File: config.mk
export PLATFORM = sky130hd
export DESIGN_NAME = fifo_write_packer_flat
export DESIGN_NICKNAME = d
export VERILOG_FILES = /design/src/rtl/async_fifo_pkg.sv /design/src/rtl/fifo_write_packer_if.sv /design/src/rtl/fifo_write_packer.sv /design/src/flat_wrapper.sv
export SDC_FILE = /design/constraint.sdc
export NUM_CORES = 1
export LEC_CHECK = 0
export ABC_AREA = 1
export BUFFER_PORTS_ARGS = -buffer_cell sky130_fd_sc_hd__buf_2
export CORE_MARGIN = 5
export CORE_UTILIZATION = 62
export CTS_BUF_LIST = sky130_fd_sc_hd__clkbuf_8
export DETAILED_ROUTE_END_ITERATION = 8
export PLACE_DENSITY = 0.86
export SYNTH_ARGS = -nofsm -noshare
export SYNTH_HDL_FRONTEND = slang
export SYNTH_SLANG_ARGS = --single-unit
export TNS_END_PERCENT = 5
File: constraint.sdc
create_clock -name write_clk -period 5.3 [get_ports write_clk]
set_clock_uncertainty 0.1 [all_clocks]
set_input_delay 0.53 -clock write_clk [delete_from_list [all_inputs] [get_ports write_clk]]
set_output_delay 0.53 -clock write_clk [all_outputs]
set_load 0.03 [all_outputs]
File: src/rtl/async_fifo_pkg.sv
// Shared word-layout helpers for the async FIFO write packer and read unpacker.
// Both sides call the same functions so field positions can never drift apart.
package async_fifo_pkg;

  // Width of the beat-count field (never narrower than one bit).
  function automatic int cnt_w(input int ratio);
    return (ratio > 1) ? $clog2(ratio) : 1;
  endfunction

  // Total FIFO word width: data lanes + count field + last flag.
  function automatic int word_bits(input int in_bits, input int ratio);
    return ratio * in_bits + cnt_w(ratio) + 1;
  endfunction

  // LSB of data lane i.
  function automatic int lane_base(input int in_bits, input int i);
    return i * in_bits;
  endfunction

  // LSB of the count field.
  function automatic int cnt_off(input int in_bits, input int ratio);
    return ratio * in_bits;
  endfunction

  // Position of the end-of-packet flag (word MSB).
  function automatic int last_bit(input int in_bits, input int ratio);
    return ratio * in_bits + cnt_w(ratio);
  endfunction

endpackage

File: src/rtl/fifo_write_packer_if.sv
// Narrow input stream plus FIFO write port of the write-side packer.
// master: upstream source / FIFO model; slave: the packer.
interface fifo_write_packer_if #(
  parameter int IN_BITS = 8,
  parameter int RATIO   = 4
);
  localparam int WORD_BITS = async_fifo_pkg::word_bits(IN_BITS, RATIO);

  logic                 s_valid;
  logic                 s_ready;
  logic [IN_BITS-1:0]   s_data;
  logic                 s_last;
  logic                 p_write_en;
  logic [WORD_BITS-1:0] p_write_data;
  logic                 p_write_full;

  modport master (
    output s_valid, s_data, s_last, p_write_full,
    input  s_ready, p_write_en, p_write_data
  );

  modport slave (
    input  s_valid, s_data, s_last, p_write_full,
    output s_ready, p_write_en, p_write_data
  );
endinterface

File: src/rtl/fifo_write_packer.sv
// Write-domain packer: gathers RATIO narrow beats into one tagged FIFO word
// and drives the FIFO write port behind a single holding register.
// Optional partial-word flush on idle: define FIFO_WRITE_PACKER_TIMEOUT_EN.
module fifo_write_packer #(
  parameter int IN_BITS = 8,
  parameter int RATIO   = 4,
  parameter int TIMEOUT = 16
) (
  input  logic              write_clk,
  input  logic              write_rst_n,
  fifo_write_packer_if.slave bus
);
  import async_fifo_pkg::*;

  localparam int CNT_W     = cnt_w(RATIO);
  localparam int DATA_BITS = RATIO * IN_BITS;
  localparam int WORD_BITS = word_bits(IN_BITS, RATIO);

  if (RATIO < 1 || (RATIO & (RATIO - 1)) != 0 || TIMEOUT < 1) begin : g_bad_cfg
    $error("fifo_write_packer: RATIO must be a power of two and TIMEOUT >= 1");
  end

  logic [DATA_BITS-1:0] acc, acc_merged, load_data;
  logic [CNT_W-1:0]     lane, load_cnt;
  logic                 load_last;
  logic [WORD_BITS-1:0] out_word, next_word;
  logic                 out_valid;
  logic                 accept, complete, flush, load;

  // Holding register free or draining this cycle -> can take a beat.
  assign bus.s_ready      = !out_valid || !bus.p_write_full;
  assign bus.p_write_en   = out_valid && !bus.p_write_full;
  assign bus.p_write_data = out_word;

  assign accept   = bus.s_valid && bus.s_ready;
  assign complete = accept && ((lane == CNT_W'(RATIO - 1)) || bus.s_last);
  assign load     = complete || flush;

`ifdef FIFO_WRITE_PACKER_TIMEOUT_EN
  localparam int IDLE_W = $clog2(TIMEOUT + 1);
  logic [IDLE_W-1:0] idle_cnt;
  logic              idle;

  assign idle  = (lane != '0) && !accept;
  // A blocked flush keeps asserting until the holding register frees.
  assign flush = idle && (idle_cnt >= IDLE_W'(TIMEOUT - 1)) && bus.s_ready;

  // Idle counter: counts while a partial word sits untouched, saturates at TIMEOUT.
  always_ff @(posedge write_clk or negedge write_rst_n) begin
    if (!write_rst_n)                  idle_cnt <= '0;
    else if (!idle || flush)           idle_cnt <= '0;
    else if (idle_cnt != IDLE_W'(TIMEOUT)) idle_cnt <= idle_cnt + 1'b1;
  end
`else
  assign flush = 1'b0;
`endif

  // Merge the incoming beat into its lane and assemble the tagged word.
  always_comb begin
    acc_merged = acc;
    acc_merged[lane_base(IN_BITS, int'(lane)) +: IN_BITS] = bus.s_data;
    load_data = flush ? acc : acc_merged;
    load_cnt  = flush ? lane - 1'b1 : lane;
    load_last = flush ? 1'b0 : bus.s_last;
    next_word = '0;
    next_word[DATA_BITS-1:0] = load_data;
    next_word[cnt_off(IN_BITS, RATIO) +: CNT_W] = load_cnt;
    next_word[last_bit(IN_BITS, RATIO)] = load_last;
  end

  // Accumulator and lane pointer; cleared whenever a word leaves.
  always_ff @(posedge write_clk or negedge write_rst_n) begin
    if (!write_rst_n) begin
      acc  <= '0;
      lane <= '0;
    end else if (complete || flush) begin
      acc  <= '0;
      lane <= '0;
    end else if (accept) begin
      acc  <= acc_merged;
      lane <= lane + 1'b1;
    end
  end

  // Holding register: reload on completion/flush, release on FIFO write.
  always_ff @(posedge write_clk or negedge write_rst_n) begin
    if (!write_rst_n) begin
      out_word  <= '0;
      out_valid <= 1'b0;
    end else if (load) begin
      out_word  <= next_word;
      out_valid <= 1'b1;
    end else if (bus.p_write_en) begin
      out_valid <= 1'b0;
    end
  end

endmodule

File: src/flat_wrapper.sv
// flat-port wrapper written by rule: the top's interface ports become plain ports
module fifo_write_packer_flat import async_fifo_pkg::*;
#(
  parameter int IN_BITS = 8,
  parameter int RATIO   = 4,
  parameter int TIMEOUT = 16
)
  (write_clk, write_rst_n, bus_s_valid, bus_s_data, bus_s_last, bus_p_write_full, bus_s_ready, bus_p_write_en, bus_p_write_data);
  fifo_write_packer_if #(.IN_BITS(IN_BITS), .RATIO(RATIO)) bus_i ();
  input  logic write_clk;
  input  logic write_rst_n;
  input wire logic [$bits(bus_i.s_valid)-1:0] bus_s_valid;
  input wire logic [$bits(bus_i.s_data)-1:0] bus_s_data;
  input wire logic [$bits(bus_i.s_last)-1:0] bus_s_last;
  input wire logic [$bits(bus_i.p_write_full)-1:0] bus_p_write_full;
  output wire logic [$bits(bus_i.s_ready)-1:0] bus_s_ready;
  output wire logic [$bits(bus_i.p_write_en)-1:0] bus_p_write_en;
  output wire logic [$bits(bus_i.p_write_data)-1:0] bus_p_write_data;
  assign bus_i.s_valid = bus_s_valid;
  assign bus_i.s_data = bus_s_data;
  assign bus_i.s_last = bus_s_last;
  assign bus_i.p_write_full = bus_p_write_full;
  assign bus_s_ready = bus_i.s_ready;
  assign bus_p_write_en = bus_i.p_write_en;
  assign bus_p_write_data = bus_i.p_write_data;
  fifo_write_packer #(.IN_BITS(IN_BITS), .RATIO(RATIO), .TIMEOUT(TIMEOUT)) u_core (.write_clk(write_clk), .write_rst_n(write_rst_n), .bus(bus_i));
endmodule
==> results.rst, run 1 <==
.. list-table::
   :header-rows: 1

   * - Metric
     - Value
   * - Gates resized, CTS repair
     - 0
   * - Total routing resource utilization after global routing
     - 22.8%
   * - Synth cell count leaders
     - sky130_fd_sc_hd__nand2_1 (283), sky130_fd_sc_hd__dfrtp_1 (70), sky130_fd_sc_hd__inv_1 (21)
   * - Post-layout min period
     - 2710 ps
   * - Vias after detailed routing
     - 2897
   * - Detailed Route Iter0 Violations
     - 240
   * - DR pass1 iterations
     - 5
   * - CTS clock-pin slew for the worst setup and hold paths
     - 70 ps
   * - Count of boundary I/O pins
     - 50
   * - CTS Sinks
     - 70
   * - Max cap viols
     - 0
   * - CTS Buffer Depth
     - 2
   * - Hold buffer count at CTS
     - 0
   * - Fin Hold WS
     - 275 ps
   * - Yosys Warn Count
     - 0
   * - GP Congestion
     - 0.865
   * - Number of global-route vias before repair
     - 2821
   * - Die Outline Area
     - 6880 µm²
   * - Tightest slew margin relative to the limit
     - 15.6%
   * - Final design area excluding fillers
     - 3720 µm²
   * - Met1 capacity usage during global routing
     - a little under 30%
   * - Post-detailed-placement cell area
     - ~3500 µm²
   * - Worst-case setup margin in the final layout
     - approximately 2600 ps
   * - Starting Density
     - 64.2%
   * - Routed WL
     - 7290 µm
   * - Final hold vios
     - 0
   * - Sequential cell area fraction in the yosys report
     - 53.1%
   * - Crit end category
     - flip-flop
   * - Static leakage
     - 2.33 nW
   * - Number of antenna-violating nets in the routed design
     - 0
   * - Period Utilization, post-route
     - 51.2%
   * - Largest vdd supply drop
     - 277 µV
   * - Number of enable flip-flop cells after synthesis
     - 0
   * - Placement Rows
     - 26
   * - Post-CTS setup buffer count
     - 0
   * - Area share of the leading cell type in the synthesized netlist
     - 53.1%
   * - First-pass GRT wire length
     - ~13000 µm
   * - Clock tree from TritonCTS
     - done
   * - Prevailing post-synth register cell
     - sky130_fd_sc_hd__dfrtp_1
   * - GRT met3 Usage
     - approximately 5.6%
   * - Worst Path Class, Setup
     - reg2reg
   * - Syn_nets
     - 460
   * - Result of the run
     - complete, no violations
   * - Asr flop ratio synth
     - 100%
   * - Worst EP required
     - between 5000 and 6000 ps
   * - Most area-hungry cell type in the Yosys netlist
     - sky130_fd_sc_hd__dfrtp_1
   * - Fraction of layout cells with a size suffix above 1
     - 13.7%
   * - Post-detail-place hpwl
     - 4930 µm
   * - Leading cell type by number of instances after synthesis
     - sky130_fd_sc_hd__nand2_1
   * - Distinct cells, synth
     - 17
   * - Largest fanout on the critical path
     - 38
   * - Worst min-delay path class
     - in2async
   * - Highest attainable clock frequency
     - 368 MHz
   * - Fin. max-slew vios
     - 0
   * - Number of standard cells after synthesis
     - roughly 440
   * - Crit path arrival time
     - 2820 ps
   * - Mean instance size in the synthesized netlist
     - about 7.5 µm²
   * - CTS H-Tree Depth
     - 3
   * - DRC violations left
     - 0
   * - Routing layer with the top usage in global route
     - met2
   * - Flop and latch count out of synthesis
     - 70
   * - Pin count of the biggest net entering global routing
     - 71
   * - Die Y-Extent
     - 83.0 µm
   * - Post-place setup slack
     - 2350 ps
   * - Grt ovf
     - 0
   * - Type of element launching the critical path
     - flip-flop
   * - Met2 capacity usage during global routing
     - 37.0%
   * - Number of buffers inserted during clock tree synthesis
     - 9
   * - Insertion delay of the later-clocked pin in the worst-skew pair
     - ~340 ps
   * - Synthesized cell area
     - 3300 µm²
   * - Number of nets at the end of the flow
     - 504
   * - Initial antenna violation count
     - 0
   * - Average via count per standard cell
     - approximately 5.2
   * - Setup repair after global routing missed its margin
     - false
   * - Setup TNS after final layout
     - 0 ps
   * - Area delta synth->final
     - 12.7%
   * - Total of buffers placed on input and output ports
     - 49
   * - Number of antenna repair diodes
     - 0
   * - Finish-stage setup viols
     - 0
   * - Largest cells by area after synthesis
     - sky130_fd_sc_hd__dfrtp_1 (53%), sky130_fd_sc_hd__nand2_1 (32%), sky130_fd_sc_hd__inv_1 (2.4%)
   * - Average wire per standard cell
     - 13.0 µm
   * - Core area
     - 5140 µm²
   * - Buffer cell driving the clock tree root
     - sky130_fd_sc_hd__clkbuf_8
   * - Transition at the pin with the smallest max-transition slack
     - 1260 ps
   * - Die Span X
     - between 80 and 90 µm
   * - Power density over the cells
     - roughly 350 nW/µm²
[path summary, 6_finish.rpt]
kind	startpoint	to	slack [ps]	depth (start not counted)
setup reg to reg	u_core.out_valid	u_core.bus.p_write_data[33]	2590	6
setup / recovery	u_core.out_valid	u_core.bus.p_write_data[33]	2590	6
hold / removal	write_rst_n	u_core.out_valid	280	2
max in group asynchronous	write_rst_n	u_core.bus.p_write_data[18]	4290	2
hold reg to reg	u_core.bus.p_write_data[34]	u_core.bus.p_write_data[34]	370	2
min in group write_clk	bus_p_write_full	u_core.out_valid	360	3
[power breakdown]
group          internal (W)  leakage [nW]  switching, W
combinational     0.0000726          1.26      0.000228
clock              0.000215         0.104      0.000181
sequential         0.000576         0.966     0.0000282
total              0.000864          2.33      0.000437
[cells in the final DEF, fill, tap and decap left out, drive strengths merged]
| master | netlist | routed |
|---|---|---|
| clkbuf | 4 | 13 |
| inv | 22 | 24 |
| nand3 | 9 | 9 |
| clkinv | 2 | 2 |
| nand2 | 284 | 284 |
| dfrtp | 70 | 70 |
| ha | 5 | 5 |
| nand4 | 8 | 8 |
| nor2 | 16 | 16 |
| buf | 13 | 50 |
| o21ai | 8 | 8 |
| nor3 | 1 | 1 |
[area by class of cell]
cell class	instances	area, µm²
fill	412	1420
clock inverter	2	7.51
multi-input combinational	331	1350
sequential	70	1750
inverter	24	90.1
timing repair buffer	50	253
tap	70	87.6
clock buffer	13	179
[stage by stage]
step / total power (W) / std cells / utilization (%)
global route: 0.00137 / 560 / 72.3
floorplan: 0.000833 / 442 / -
detailed placement: 0.000912 / 545 / 68.7
global placement: 0.000902 / 545 / 68.7
finish: 0.00130 / 560 / 72.3
CTS: 0.00131 / 560 / 72.3
[critical path: stages (launching register included)]
cell and delay, ps:
sky130_fd_sc_hd__dfrtp_1 390, sky130_fd_sc_hd__nand2_1 120, sky130_fd_sc_hd__nand2_2 450, sky130_fd_sc_hd__nor2_4 790
sky130_fd_sc_hd__inv_2 480, sky130_fd_sc_hd__nand2_1 140, sky130_fd_sc_hd__o21ai_0 90
[cells by family (layout without fill, tap and decap cells)]
group,after synthesis,in the layout,share of synthesized area [%]
flip-flops,70,70,53.1
AO/OA/AOI/OAI,8,8,1.21
buffers and inverters,41,89,6.03
AND/OR/NAND/NOR,318,318,37.8
adder cells (fa/ha/maj),5,5,1.90
[layer usage]
metal	wire (µm)	vias to the layer above
li1	-	1422
met1	3250	1367
met2	3520	92
met3	378	16
met4	141	0
met5	0	-
[registers in the layout, summed over array words and instances, names as in the netlist]
register / count
u_core.lane: 2
u_core.acc: 32
u_core.bus.p_write_data: 35
u_core.out_valid: 1
Power figures use the tool's default switching activity.
==> run 2, diff against run 1 <==
CORE_UTILIZATION = 59   (was 62)
PLACE_DENSITY = 0.82   (was 0.86)
clock period = 2.66 ns   (was 5.3 ns; I/O delays follow)
==> run 2 against run 1 <==
Effect of this change:
- clock power increased by 130%
- maximum frequency increased by 13%
- sequential cell count unchanged
- cell count increased by 1.1%
- utilization decreased by 3.3 points
- critical path depth increased by 3
- routed wire length increased by 3.3%
- die area increased by 4.5%
- sequential share of layout area decreased by 0.72 points
- critical endpoint is now u_core.acc[9]
==> results.rst, run 2 (synthesis results as in run 1) <==
.. list-table::
   :header-rows: 1

   * - Metric
     - Value
   * - CP most frequent cell
     - sky130_fd_sc_hd__nand2_1
   * - Routed WL
     - 7530 µm (+3.3%)
   * - Post-detail-place hpwl
     - 4920 µm (-0.12%)
   * - Number of placed cells counting well taps
     - 550 (+0.92%)
   * - Uppermost signal routing layer after detailed routing
     - met4
   * - Final hold vios
     - 0 (unchanged)
   * - Gates resized, CTS repair
     - 0 (unchanged)
   * - Post-CTS setup buffer count
     - 0 (unchanged)
   * - Initial antenna violation count
     - 0 (unchanged)
   * - Pin count of the biggest net entering global routing
     - 71 (unchanged)
   * - Number of antenna-violating nets in the routed design
     - 0 (unchanged)
   * - Average via count per standard cell
     - 5.13 (-0.75%)
   * - Largest vdd supply drop
     - 693 µV (+150%)
   * - Placement Rows
     - 27 (+3.8%)
   * - Fin. max-slew vios
     - 0 (unchanged)
   * - Core area
     - 5470 µm² (+6.5%)
   * - CTS Buffer Depth
     - 2 (unchanged)
   * - Number of standard cells in the layout, taps in and fillers out
     - 566 (+1.1%)
   * - Area delta synth->final
     - 14.4%
   * - Power density over the cells
     - 723 nW/µm² (+110%)
   * - Type of element launching the critical path
     - flip-flop
   * - Number of nets at the end of the flow
     - 507 (+0.60%)
   * - Crit end category
     - flip-flop
   * - GP Congestion
     - 0.947 (+9.5%)
   * - Die Span X
     - 84.8 µm (+2.2%)
   * - Worst EP required
     - 2830 ps (-2570 ps)
   * - Crit path arrival time
     - 2580 ps (-240 ps)
   * - Setup TNS after final layout
     - 0 ps (unchanged)
   * - Commonest non-fill, non-tap cell in the layout
     - sky130_fd_sc_hd__nand2_1
   * - Transition at the pin with the smallest max-transition slack
     - 873 ps (-388 ps)
   * - Max cap viols
     - 0 (unchanged)
   * - First-pass GRT wire length
     - 12800 µm (-0.81%)
   * - Number of buffers inserted during clock tree synthesis
     - 9 (unchanged)
   * - Most used cells in the layout excluding fill and tap cells
     - sky130_fd_sc_hd__nand2_1 (283), sky130_fd_sc_hd__dfrtp_1 (70), sky130_fd_sc_hd__buf_2 (49)
   * - Tightest slew margin relative to the limit
     - 41.8% (+26 points)
   * - Count of boundary I/O pins
     - 50 (unchanged)
   * - Share of the core filled with cells in the final layout
     - 69.0% (-3.3 points)
   * - Largest fanout on the critical path
     - 12 (-68%)
   * - Fraction of layout cells with a size suffix above 1
     - 14.8% (+1.1 points)
   * - Grt ovf
     - 0 (unchanged)
   * - Slowest cell delay on critical path
     - 540 ps (-250 ps)
   * - Met2 wirelength from detailed routing
     - 3520 µm (-0.14%)
   * - Hold buffer count at CTS
     - 0 (unchanged)
   * - Post-layout min period
     - 2400 ps (-310 ps)
   * - Die Outline Area
     - 7190 µm² (+4.5%)
   * - Clock tree from TritonCTS
     - done
   * - Number of antenna repair diodes
     - 0 (unchanged)
   * - CTS Sinks
     - 70 (unchanged)
   * - Average wire per standard cell
     - 13.3 µm (+2.2%)
   * - Met1 Wirelength
     - 3350 µm (+3.1%)
   * - CTS clock-pin slew for the worst setup and hold paths
     - 80 ps (about the same)
   * - Worst Path Class, Setup
     - reg2reg
   * - DR pass1 iterations
     - 6 (+1)
   * - Setup repair after global routing missed its margin
     - false
   * - Insertion delay of the later-clocked pin in the worst-skew pair
     - 340 ps (about the same)
   * - DRC violations left
     - 0 (unchanged)
   * - Number of flip-flops under the largest register name
     - 35 (unchanged)
   * - Number of global-route vias before repair
     - 2714 (-3.8%)
   * - Reg-to-reg setup timing slack
     - 260 ps (-2330 ps)
   * - Die Y-Extent
     - 84.8 µm (+2.2%)
   * - Fin Hold WS
     - 6.00 ps (-269 ps)
   * - Total of buffers placed on input and output ports
     - 49 (unchanged)
   * - Result of the run
     - complete, no violations
   * - Highest attainable clock frequency
     - 416 MHz (+13%)
   * - Detailed Route Iter0 Violations
     - 247 (+2.9%)
   * - Worst-path cell chain
     - inv_1, ha_1, inv_1, nand2_1, nor2_1, nand2_1, nand2_1, nand2_1, nand2_1
   * - Detailed-routed wire length on met3
     - 457 µm (+21%)
   * - Total routing resource utilization after global routing
     - 22.3% (-0.50 points)
   * - Vias after detailed routing
     - 2906 (+0.31%)
   * - Finish-stage setup viols
     - 0 (unchanged)
   * - CTS H-Tree Depth
     - 3 (unchanged)
   * - Static leakage
     - 2.35 nW (+1.1%)
   * - Buffer cell driving the clock tree root
     - sky130_fd_sc_hd__clkbuf_8
   * - Cell with the largest stage delay on the worst path
     - sky130_fd_sc_hd__dfrtp_1
   * - Period Utilization, post-route
     - 90.4% (+39 points)
   * - Worst min-delay path class
     - in2async
   * - Starting Density
     - 60.3% (-3.9 points)
run 2: cell types whose count changed in the layout (fill, tap and decap cells not counted), sizes merged:
cell	previous run	this run
bufinv	0	1
buf	50	53
clkinv	2	4
inv	24	22
run 2: through the flow:
stage	setup slack [ps]	area (µm²)	power (W)
after floorplan	854	3300	0.00166
after global placement	450	3560	0.00181
after detailed placement	307	3560	0.00183
after CTS	294	3780	0.00274
after global routing	19.3	3780	0.00286
final	255	3780	0.00273
run 2: layer usage:
layer / global-route usage (%) / vias up
met5: 0 / -
met4: 9.93 / 0
met3: 4.71 / 25
met2: 35.8 / 107
met1: 29.2 / 1347
li1: - / 1427
run 2: worst paths after layout:
path                                                  start                           to  cells past startpoint
worst min register to register  u_core.bus.p_write_data[34]  u_core.bus.p_write_data[34]                      2
min in group write_clk                     bus_p_write_full             u_core.out_valid                      3
worst min-delay path                            write_rst_n             u_core.out_valid                      2
worst max-delay path                         u_core.lane[0]                u_core.acc[9]                      9
max in group asynchronous                       write_rst_n  u_core.bus.p_write_data[33]                      2
worst max register to register               u_core.lane[0]                u_core.acc[9]                      9
run 2: area by class of cell:
cell class / count / area, µm²
clock buffer: 13 / 179
clock inverter: 3 / 40.0
fill: 484 / 1700
inverter: 24 / 90.1
multi-input combinational: 331 / 1350
sequential: 70 / 1750
tap: 72 / 90.1
timing repair buffer: 53 / 275
run 2: critical path: cells and delay by family (launching register included):
family,cells,cell delay [ps]
adders and majority gates,1,350
buffers and inverters,2,480
and+or+nand+nor,6,860
DFF,1,540
run 2: report_power, final:
part	internal, W	switching (W)
Combinational	0.000149	0.000464
Sequential	0.00115	0.0000521
Clock	0.000533	0.000385
